--- src/rtl/dac_spi_writer.sv ---
// -----------------------------------------------------------------------------
// dac_spi_writer
//
// Takes the clamped output word from the output preprocessor (data/valid strobe)
// and sends it to an external SPI DAC as a {CMD, CHAN, DATA} frame, MSB first,
// SPI mode 0 (sclk idles low, DAC samples on the rising edge). Once the frame
// is complete, chip select is released and LDAC is strobed low for one cycle.
//
// One word can be held in a pending slot, so a sample that arrives while a
// frame is in flight is not lost. If the slot is already full, the newest word
// replaces it and the sticky overrun flag is set.
//
// Ports
//   clk_in          system clock
//   reset_in        asynchronous active-high reset (aborts any frame at once)
//   data_in         word to send (two's complement, sent raw)
//   data_valid_in   1-cycle strobe, data_in valid
//   overrun_clr_in  clears overrun_out (a simultaneous new overrun wins)
//   ready_out       pending slot empty
//   busy_out        serialiser not idle
//   done_out        1-cycle pulse together with the LDAC strobe
//   overrun_out     sticky, a pending word was overwritten
//   sclk_out        SPI clock
//   cs_n_out        SPI chip select, active low
//   sdi_out         SPI data to the DAC
//   ldac_n_out      DAC load strobe, active low
//
// Frame timing, in clk_in cycles:
//   CS_SETUP (setup) + 2*CLK_DIV*W_FRAME (shift) + CS_HOLD (hold) + 1 (LDAC)
// All pin outputs come straight from registers, so the DAC pins never glitch.
// -----------------------------------------------------------------------------
module dac_spi_writer #(
  parameter int               W_DATA    = 16,
  parameter int               W_CMD     = 4,
  parameter int               W_CHAN    = 4,
  parameter logic [W_CMD-1:0] CMD_WRITE = 4'h3,
  parameter int               CHAN      = 0,
  parameter int               CLK_DIV   = 2,
  parameter int               CS_SETUP  = 1,
  parameter int               CS_HOLD   = 1
) (
  input  logic              clk_in,
  input  logic              reset_in,
  input  logic [W_DATA-1:0] data_in,
  input  logic              data_valid_in,
  input  logic              overrun_clr_in,
  output logic              ready_out,
  output logic              busy_out,
  output logic              done_out,
  output logic              overrun_out,
  output logic              sclk_out,
  output logic              cs_n_out,
  output logic              sdi_out,
  output logic              ldac_n_out
);

  localparam int W_FRAME = W_CMD + W_CHAN + W_DATA;
  localparam int W_BIT   = (W_FRAME > 1) ? $clog2(W_FRAME) : 1;

  // One counter times the setup, half-bit and hold intervals, so it has to
  // hold the largest of the three.
  localparam int CNT_AB  = (CLK_DIV > CS_SETUP) ? CLK_DIV : CS_SETUP;
  localparam int CNT_MAX = (CNT_AB > CS_HOLD) ? CNT_AB : CS_HOLD;
  localparam int W_CNT   = (CNT_MAX > 1) ? $clog2(CNT_MAX) : 1;

  localparam logic [W_CNT-1:0]  DIV_LAST   = W_CNT'(CLK_DIV - 1);
  localparam logic [W_CNT-1:0]  SETUP_LAST = W_CNT'(CS_SETUP - 1);
  localparam logic [W_CNT-1:0]  HOLD_LAST  = W_CNT'(CS_HOLD - 1);
  localparam logic [W_BIT-1:0]  BIT_FIRST  = W_BIT'(W_FRAME - 1);
  localparam logic [W_CHAN-1:0] CHAN_F     = W_CHAN'(CHAN);

  typedef enum logic [2:0] {
    ST_IDLE  = 3'd0,
    ST_SETUP = 3'd1,
    ST_SHIFT = 3'd2,
    ST_HOLD  = 3'd3,
    ST_LDAC  = 3'd4
  } state_t;

  state_t               state_q, state_d;
  logic [W_CNT-1:0]     cnt_q, cnt_d;
  logic                 phase_q, phase_d;     // 0 = sclk low half, 1 = high half
  logic [W_BIT-1:0]     bit_q, bit_d;         // index of the bit on sdi
  logic [W_FRAME-1:0]   shift_q, shift_d;     // frame, frozen for its duration
  logic [W_DATA-1:0]    pend_q, pend_d;
  logic                 pend_full_q, pend_full_d;
  logic                 overrun_q, overrun_d;
  logic                 sclk_q, sclk_d;
  logic                 cs_n_q, cs_n_d;
  logic                 sdi_q, sdi_d;
  logic                 ldac_n_q, ldac_n_d;
  logic                 done_q, done_d;

  // ---------------------------------------------------------------------------
  // State register and registered pin outputs
  // ---------------------------------------------------------------------------
  always_ff @(posedge clk_in or posedge reset_in) begin
    if (reset_in) begin
      state_q     <= ST_IDLE;
      cnt_q       <= '0;
      phase_q     <= 1'b0;
      bit_q       <= '0;
      shift_q     <= '0;
      pend_q      <= '0;
      pend_full_q <= 1'b0;
      overrun_q   <= 1'b0;
      sclk_q      <= 1'b0;
      cs_n_q      <= 1'b1;
      sdi_q       <= 1'b0;
      ldac_n_q    <= 1'b1;
      done_q      <= 1'b0;
    end else begin
      state_q     <= state_d;
      cnt_q       <= cnt_d;
      phase_q     <= phase_d;
      bit_q       <= bit_d;
      shift_q     <= shift_d;
      pend_q      <= pend_d;
      pend_full_q <= pend_full_d;
      overrun_q   <= overrun_d;
      sclk_q      <= sclk_d;
      cs_n_q      <= cs_n_d;
      sdi_q       <= sdi_d;
      ldac_n_q    <= ldac_n_d;
      done_q      <= done_d;
    end
  end

  // ---------------------------------------------------------------------------
  // Next-state logic
  // ---------------------------------------------------------------------------
  always_comb begin
    state_d     = state_q;
    cnt_d       = cnt_q;
    phase_d     = phase_q;
    bit_d       = bit_q;
    shift_d     = shift_q;
    pend_d      = pend_q;
    pend_full_d = pend_full_q;
    overrun_d   = overrun_q;

    // Clear first so that an overrun detected below in the same cycle wins.
    if (overrun_clr_in) begin
      overrun_d = 1'b0;
    end

    case (state_q)
      ST_IDLE: begin
        cnt_d   = '0;
        phase_d = 1'b0;
        bit_d   = BIT_FIRST;
        if (pend_full_q) begin
          // The older pending word goes first; a word arriving now takes its
          // place in the slot.
          shift_d     = {CMD_WRITE, CHAN_F, pend_q};
          state_d     = ST_SETUP;
          pend_full_d = data_valid_in;
          if (data_valid_in) begin
            pend_d = data_in;
          end
        end else if (data_valid_in) begin
          shift_d = {CMD_WRITE, CHAN_F, data_in};
          state_d = ST_SETUP;
        end
      end

      ST_SETUP: begin
        if (cnt_q == SETUP_LAST) begin
          cnt_d   = '0;
          phase_d = 1'b0;
          state_d = ST_SHIFT;
        end else begin
          cnt_d = cnt_q + 1'b1;
        end
      end

      ST_SHIFT: begin
        if (cnt_q == DIV_LAST) begin
          cnt_d = '0;
          if (!phase_q) begin
            phase_d = 1'b1;
          end else begin
            // End of a high half: step to the next bit, or leave after bit 0.
            phase_d = 1'b0;
            if (bit_q == '0) begin
              state_d = ST_HOLD;
            end else begin
              bit_d = bit_q - 1'b1;
            end
          end
        end else begin
          cnt_d = cnt_q + 1'b1;
        end
      end

      ST_HOLD: begin
        if (cnt_q == HOLD_LAST) begin
          cnt_d   = '0;
          state_d = ST_LDAC;
        end else begin
          cnt_d = cnt_q + 1'b1;
        end
      end

      ST_LDAC: begin
        state_d = ST_IDLE;
      end

      default: begin
        state_d = ST_IDLE;
      end
    endcase

    // Any word arriving outside ST_IDLE lands in the pending slot; it never
    // touches the frame already in the shifter.
    if ((state_q != ST_IDLE) && data_valid_in) begin
      pend_d      = data_in;
      pend_full_d = 1'b1;
      if (pend_full_q) begin
        overrun_d = 1'b1;
      end
    end
  end

  // ---------------------------------------------------------------------------
  // Pin values decoded from the next state, registered with it
  // ---------------------------------------------------------------------------
  always_comb begin
    sclk_d   = (state_d == ST_SHIFT) && phase_d;
    cs_n_d   = !((state_d == ST_SETUP) || (state_d == ST_SHIFT) ||
                 (state_d == ST_HOLD));
    sdi_d    = 1'b0;
    if ((state_d == ST_SETUP) || (state_d == ST_SHIFT)) begin
      sdi_d = shift_d[bit_d];
    end
    ldac_n_d = (state_d != ST_LDAC);
    done_d   = (state_d == ST_LDAC);
  end

  assign ready_out   = ~pend_full_q;
  assign busy_out    = (state_q != ST_IDLE);
  assign done_out    = done_q;
  assign overrun_out = overrun_q;
  assign sclk_out    = sclk_q;
  assign cs_n_out    = cs_n_q;
  assign sdi_out     = sdi_q;
  assign ldac_n_out  = ldac_n_q;

endmodule

--- config.mk ---
export PLATFORM = sky130hd
export DESIGN_NAME = dac_spi_writer
export DESIGN_NICKNAME = d
export VERILOG_FILES = /design/src/rtl/dac_spi_writer.sv
export SDC_FILE = /design/constraint.sdc
export NUM_CORES = 1
export LEC_CHECK = 0
export ABC_CLOCK_PERIOD_IN_PS = 5300
export CAP_MARGIN = 30
export CORE_MARGIN = 2
export CORE_UTILIZATION = 55
export DETAILED_ROUTE_END_ITERATION = 10
export GPL_TIMING_DRIVEN = 0
export PLACE_DENSITY = 0.76
export SYNTH_ARGS = -nofsm -noshare
export SYNTH_HDL_FRONTEND = slang
export SYNTH_SLANG_ARGS = --single-unit
export TNS_END_PERCENT = 1
--- constraint.sdc ---
create_clock -name clk_in -period 5.3 [get_ports clk_in]
set_input_delay 0.795 -clock clk_in [delete_from_list [all_inputs] [get_ports clk_in]]
set_output_delay 0.795 -clock clk_in [all_outputs]
set_load 0.01 [all_outputs]
Yosys cells after proc, flatten, opt, wreduce, memory -nomap -nowiden
Index checks and enable logic that the tools add are counted.

word-level totals
  ROM bits = 0
  bits of input ports = 20
  word-level logic and storage cells = 74
  output and inout bits = 8
  flip-flop bits (word level) = 57
  memories = 0
  latch bits = 0
  bits in writable memories = 0

cells by class
  order comparisons = 1
  add/subtract/negate cells = 2
  muxes and demuxes = 35
  $mul = 0
  shift operators = 0
  bitwise logic cells = 1
  div/mod/pow operators = 0
  reduce and logical (&&, ||, !) cells = 14
  equality and inequality tests = 8

operators by type and width
  kind                 count
  $mux 24              3
  $mux 16              4
  $mux 3               7
  $mux 5               3
  $mux 1               13
  $eq 3x2->1 const B   4
  $pmux 3 s4           1
  $pmux 5 s2           1
  $eq 3x1->1 const B   2
  $lt 5x6->1 const B   1
  $pmux 1 s3           2
  $reduce_bool 2->1    3
  $reduce_bool 3->1    2
  $bmux 1 s5           1
  $logic_not 5->1      1
  $sub 5x1->5 const B  1
  $eq 3x3->1 const B   1
  $logic_not 3->1      1
  $ne 3x3->1 const B   1
  $reduce_and 3->1     1
  $logic_and 1x1->1    2
  $logic_or 1x1->1     2
  $reduce_or 2->1      1
  $add 1x1->1 const B  1
  2 further kinds      2

Depth between registers and ports, before layout
  word-level depth = 9
  gate-level depth with buffers = 11

Worst setup path after synthesis
Ideal clock, no wire load.

  path kind = register to register
  from = reg bit_q[0]
  to = reg sdi_q, in the netlist sdi_out
  data required time = 5.220 ns
  arrival time = 2.280 ns
  clock period less this slack = 2.360 ns
  stages on the path, launching flop included = 12
  setup slack = 2.940 ns
  path through = dfrtp_1 inv_1 ha_1 nor4b_4 or2_1 a311o_1 buf_6 buf_12 mux2i_1 mux2_2 o22a_1 o211ai_2

between the ends
  word-level cells in the longest chain between the ends = 8
  elaborated cells between the ends (all ways) = 16

RTL lines
  element                                                                  line      RTL
  start: declaration                                                       83        logic [W_BIT-1:0] bit_q, bit_d;
  start signal: assignment                                                 116       bit_q <= bit_d;
  $sub 5x1->5 / $logic_not 5->1 (equally long branches)                    188, 185
  $mux 5 / $mux 3 (equally long branches)                                  185       if (bit_q == '0) begin
  $mux 5 / $mux 3 (equally long branches)                                  180       if (!phase_q) begin
  $mux 5 / $mux 3 (equally long branches)                                  178       if (cnt_q == DIV_LAST) begin
  $pmux 5 s2 / $pmux 3 s4 (equally long branches)                          147       case (state_q)
  $bmux 1 s5 (tied with other cells)                                       234       sdi_d = shift_d[bit_d];
  $mux 1 (implied by the code) / $logic_or 1x1->1 (equally long branches)  234, 233
  $mux 1 *                                                                 233       if ((state_d == ST_SETUP) || (state_d == ST_SHIFT)) begin
  net sdi_d                                                                90        logic sdi_q, sdi_d;
  end signal: assignment                                                   123       sdi_q <= sdi_d;
  end: declaration                                                         90

The timed path passes the listed nets; every way through them passes the cells marked *. The select of a mux whose other input is x is not followed.
A chain may end at the register's enable or synchronous reset.

Worst setup path in the final report
  from = reg state_q[1]
  to = out busy_out

between the ends
  word-level cells in the longest chain between the ends = 1

RTL lines
  element                   line  RTL
  start: declaration        80    state_t state_q, state_d;
  start signal: assignment  113   state_q <= state_d;
  $reduce_bool 3->1         241   assign busy_out = (state_q != ST_IDLE);
  end: declaration          48    output logic busy_out,

Every way passes these cells.

==> impl_metrics.tcl <==
set metrics [dict create \
    drive_gt1_share_pct 19.16 \
    period_needed_ns 3.138 \
    vias_per_cell 5.895 \
    fmax_mhz 318.7 \
    crit_fanout 10 \
    final_cell_mix "55 x dfrtp_1, 27 x nand2_1, 26 x clkdlybuf4s50_1, 18 x mux2_2, 16 x a22oi_1" \
    grt_max_degree 34 \
    path_class "flop to primary output" \
    num_vias 2087 \
    hold_start "shift_q[20]$_DFF_PP0_" \
    ys_ff_latch 57 \
    cts_root_buf "clkbuf_8" \
    ys_types 48 \
    p_int_mw 1.139 \
    die_w_um 74.78 \
    setup_viol 0 \
    relSlewSlack_pct 33.73 \
    yosysWarnings 0 \
    die_area_um2 5591 \
    wl_um 5624 \
    holdCritPathClass "flop to flop" \
    synth_ff_type "dfrtp_1" \
    num_io_pins 28 \
    power_density_nw_per_um2 551.6 \
    hpwl_um 3905 \
    clock_latency_ns 0.33 \
    clk_path_buf_depth 2 \
    drt_iter0_drc 207 \
    synth_fp_nets 267 \
    path_clk_slew_ns 0.06 \
    vdd_drop_max_v 0.0002816 \
    fin_util_pct 69.25 \
    synth_cells 245 \
    power.switching_uw 689.5 \
    numPortBuffers 26 \
    finalHoldViolCount 0 \
    cts_num_sinks 57 \
    dp.cells 339 \
    fillCellCount 382 \
    area_growth_pct 20.30 \
    worst_r2r_path_depth 9 \
    regToRegStartpoint "bit_q[0]$_DFF_PP0_" \
    slew_violations 0 \
    grt_pass1_wl_um 9114 \
    post_cts_resize_count 0 \
    htree_levels 3 \
    worstPathRequired_ns 4.51 \
    cts_inserted_buffers 9 \
    rsz0062_at_grt "false" \
    p_clk_share_pct 21.8 \
    tns_ns 0 \
    num_rows 25 \
    p_comb_share_pct 42.0 \
    swShare_pct 37.71 \
    synthesis.area_um2 2755 \
    worst_pin_slew_ns 0.9873 \
    core-area_um2 4786 \
    drc 0 \
    antenna_found_initial 0 \
    place_congestion 0.7980 \
    postCtsSetupBuffers 0 \
    fin_skew_ns 0.007644 \
    syn_area_per_cell_um2 11.25 \
    timing.final.ws_setup_ns 2.162 \
    layout_commonest_cell "dfrtp_1" \
    outcome "completed" \
    crit_arrival_ns 2.34 \
    timing.rr.end "sdi_out$_DFF_PP0_" \
    cts_tree "done" \
    synth_edf_count 0 \
    seq_area_frac_synth_pct 51.86 \
    die_height_um 74.78 \
    fin_crit_sh_pct 59.21 \
    worst_setup_path_start_kind "flop" \
    layout.cells.non_filler 354 \
    start_util_pct 57.57 \
    maxCapViolations 0 \
    first_pass_iters 5 \
    whs_path_depth 1 \
    crit_path_end_kind "primary output" \
    async_reset_ff_share_pct 100.0 \
    diodes 0 \
    detail_route.wl_per_cell_um 15.89 \
    leakagePower_nw 1.354 \
    final_nets 305 \
    ant_nets 0 \
    whs_endpoint "shift_q[20]$_DFF_PP0_" \
    grt_use_total_pct 21.98 \
    cts_hold_buffers 0 \
    grt_pass1_vias 1925 \
    grt_overflow 0 \
    reg2reg_slack_ns 2.63 \
    post-place-ws_ns 2.523 \
    p_seq_share_pct 36.1 \
]
==> critical path, stage by stage (launching register included) <==
cell and delay (ns):
dfrtp_1 0.43, buf_2 0.27, nor3_4 0.11, inv_2 0.15
clkbuf_1 0.42, clkdlybuf4s50_1 0.63
==> flip-flops by register name (all words and copies together), names as in the netlist <==
signal       cells
shift_q         24
pend_q          16
bit_q            5
state_q          3
cnt_q            1
cs_n_out         1
done_out         1
ldac_n_out       1
overrun_out      1
pend_full_q      1
phase_q          1
sclk_out         1
sdi_out          1
==> synth_stat cells (all sizes together) (2+ instances only) <==
cell type  count  area [µm²]
nand2b         2       12.51
ha             2       25.02
mux2          18       202.7
dfstp          2       52.55
dfrtp         55        1376
or2            5       31.29
nor4           4       31.28
nor2b         10       62.56
clkbuf         8       30.03
inv           10       37.53
nor4b          2       38.78
nand2         27       101.4
nor3b          2       15.01
nand3          5       25.02
nand4          2       12.51
buf            7       56.30
nor2          11       43.80
a22oi         16       120.1
o22ai          5       31.28
nor3           3       26.28
mux2i         13       130.1
a32oi         14       122.6
o21ai          7       35.03
==> logic make-up (layout without fill, tap and decap cells) <==
| family | Yosys count | in the layout | share of synthesized area (%) |
|---|---|---|---|
| flip-flops | 57 | 57 | 51.86 |
| multiplexers | 31 | 31 | 12.08 |
| AND/OR/NAND/NOR | 75 | 75 | 15.12 |
| adder cells (fa/ha/maj) | 3 | 3 | 1.271 |
| AO/OA/AOI/OAI | 53 | 53 | 14.85 |
| buffers and inverters | 25 | 67 | 4.496 |
| XOR/XNOR | 1 | 1 | 0.3180 |
==> routing by layer <==
metal / vias to the layer above / share of wire, % / GRT usage, %
li1: 991 / - / -
met1: 1027 / 46 / 30.89
met2: 60 / 46 / 33.33
met3: 9 / 5.3 / 4.016
met4: 0 / 1.8 / 10.12
met5: - / 0 / 0
==> power groups by stage <==
stage / clock (mW) / combinational [mW] / sequential (mW)
after floorplan: 0 / 0.554 / 0.651
after global placement: 0 / 0.751 / 0.657
after detailed placement: 0 / 0.767 / 0.663
after CTS: 0.406 / 0.769 / 0.658
after global routing: 0.426 / 0.851 / 0.677
final: 0.399 / 0.769 / 0.660
==> final cells by class <==
| type | instances | area, µm² | area share, % |
|---|---|---|---|
| clock inverters | 3 | 40.04 | 1.208 |
| repair buffers | 27 | 280.3 | 8.456 |
| clock buffers | 12 | 155.1 | 4.681 |
| plain buffers | 15 | 86.33 | 2.605 |
| multi-input cells | 163 | 1202 | 36.28 |
| inverters | 10 | 37.54 | 1.133 |
| well taps | 67 | 83.83 | 2.529 |
| flip-flops and latches | 57 | 1429 | 43.11 |
==> how the worst max path moves through the flow <==
stage,cells after the start,from,to
2_1_floorplan,11,bit_q[0]$_DFF_PP0_,sdi_out$_DFF_PP0_
3_3_place_gp,2,reset_in,pend_q[4]$_DFFE_PP0P_
3_5_place_dp,5,state_q[1]$_DFF_PP0_,busy_out
4_1_cts,5,state_q[1]$_DFF_PP0_,busy_out
5_1_grt,5,state_q[1]$_DFF_PP0_,busy_out
6_report,5,state_q[1]$_DFF_PP0_,busy_out
==> stage by stage <==
step	area [µm²]	total power, mW	hold WS (ns)
after floorplan	2755	1.205	0.4389
after global placement	3099	1.408	0.4528
after detailed placement	3119	1.430	0.4591
after CTS	3314	1.834	0.4735
after global routing	3314	1.954	0.4810
final	3314	1.828	0.4713
Note: power is estimated with default switching activity, not from simulation.
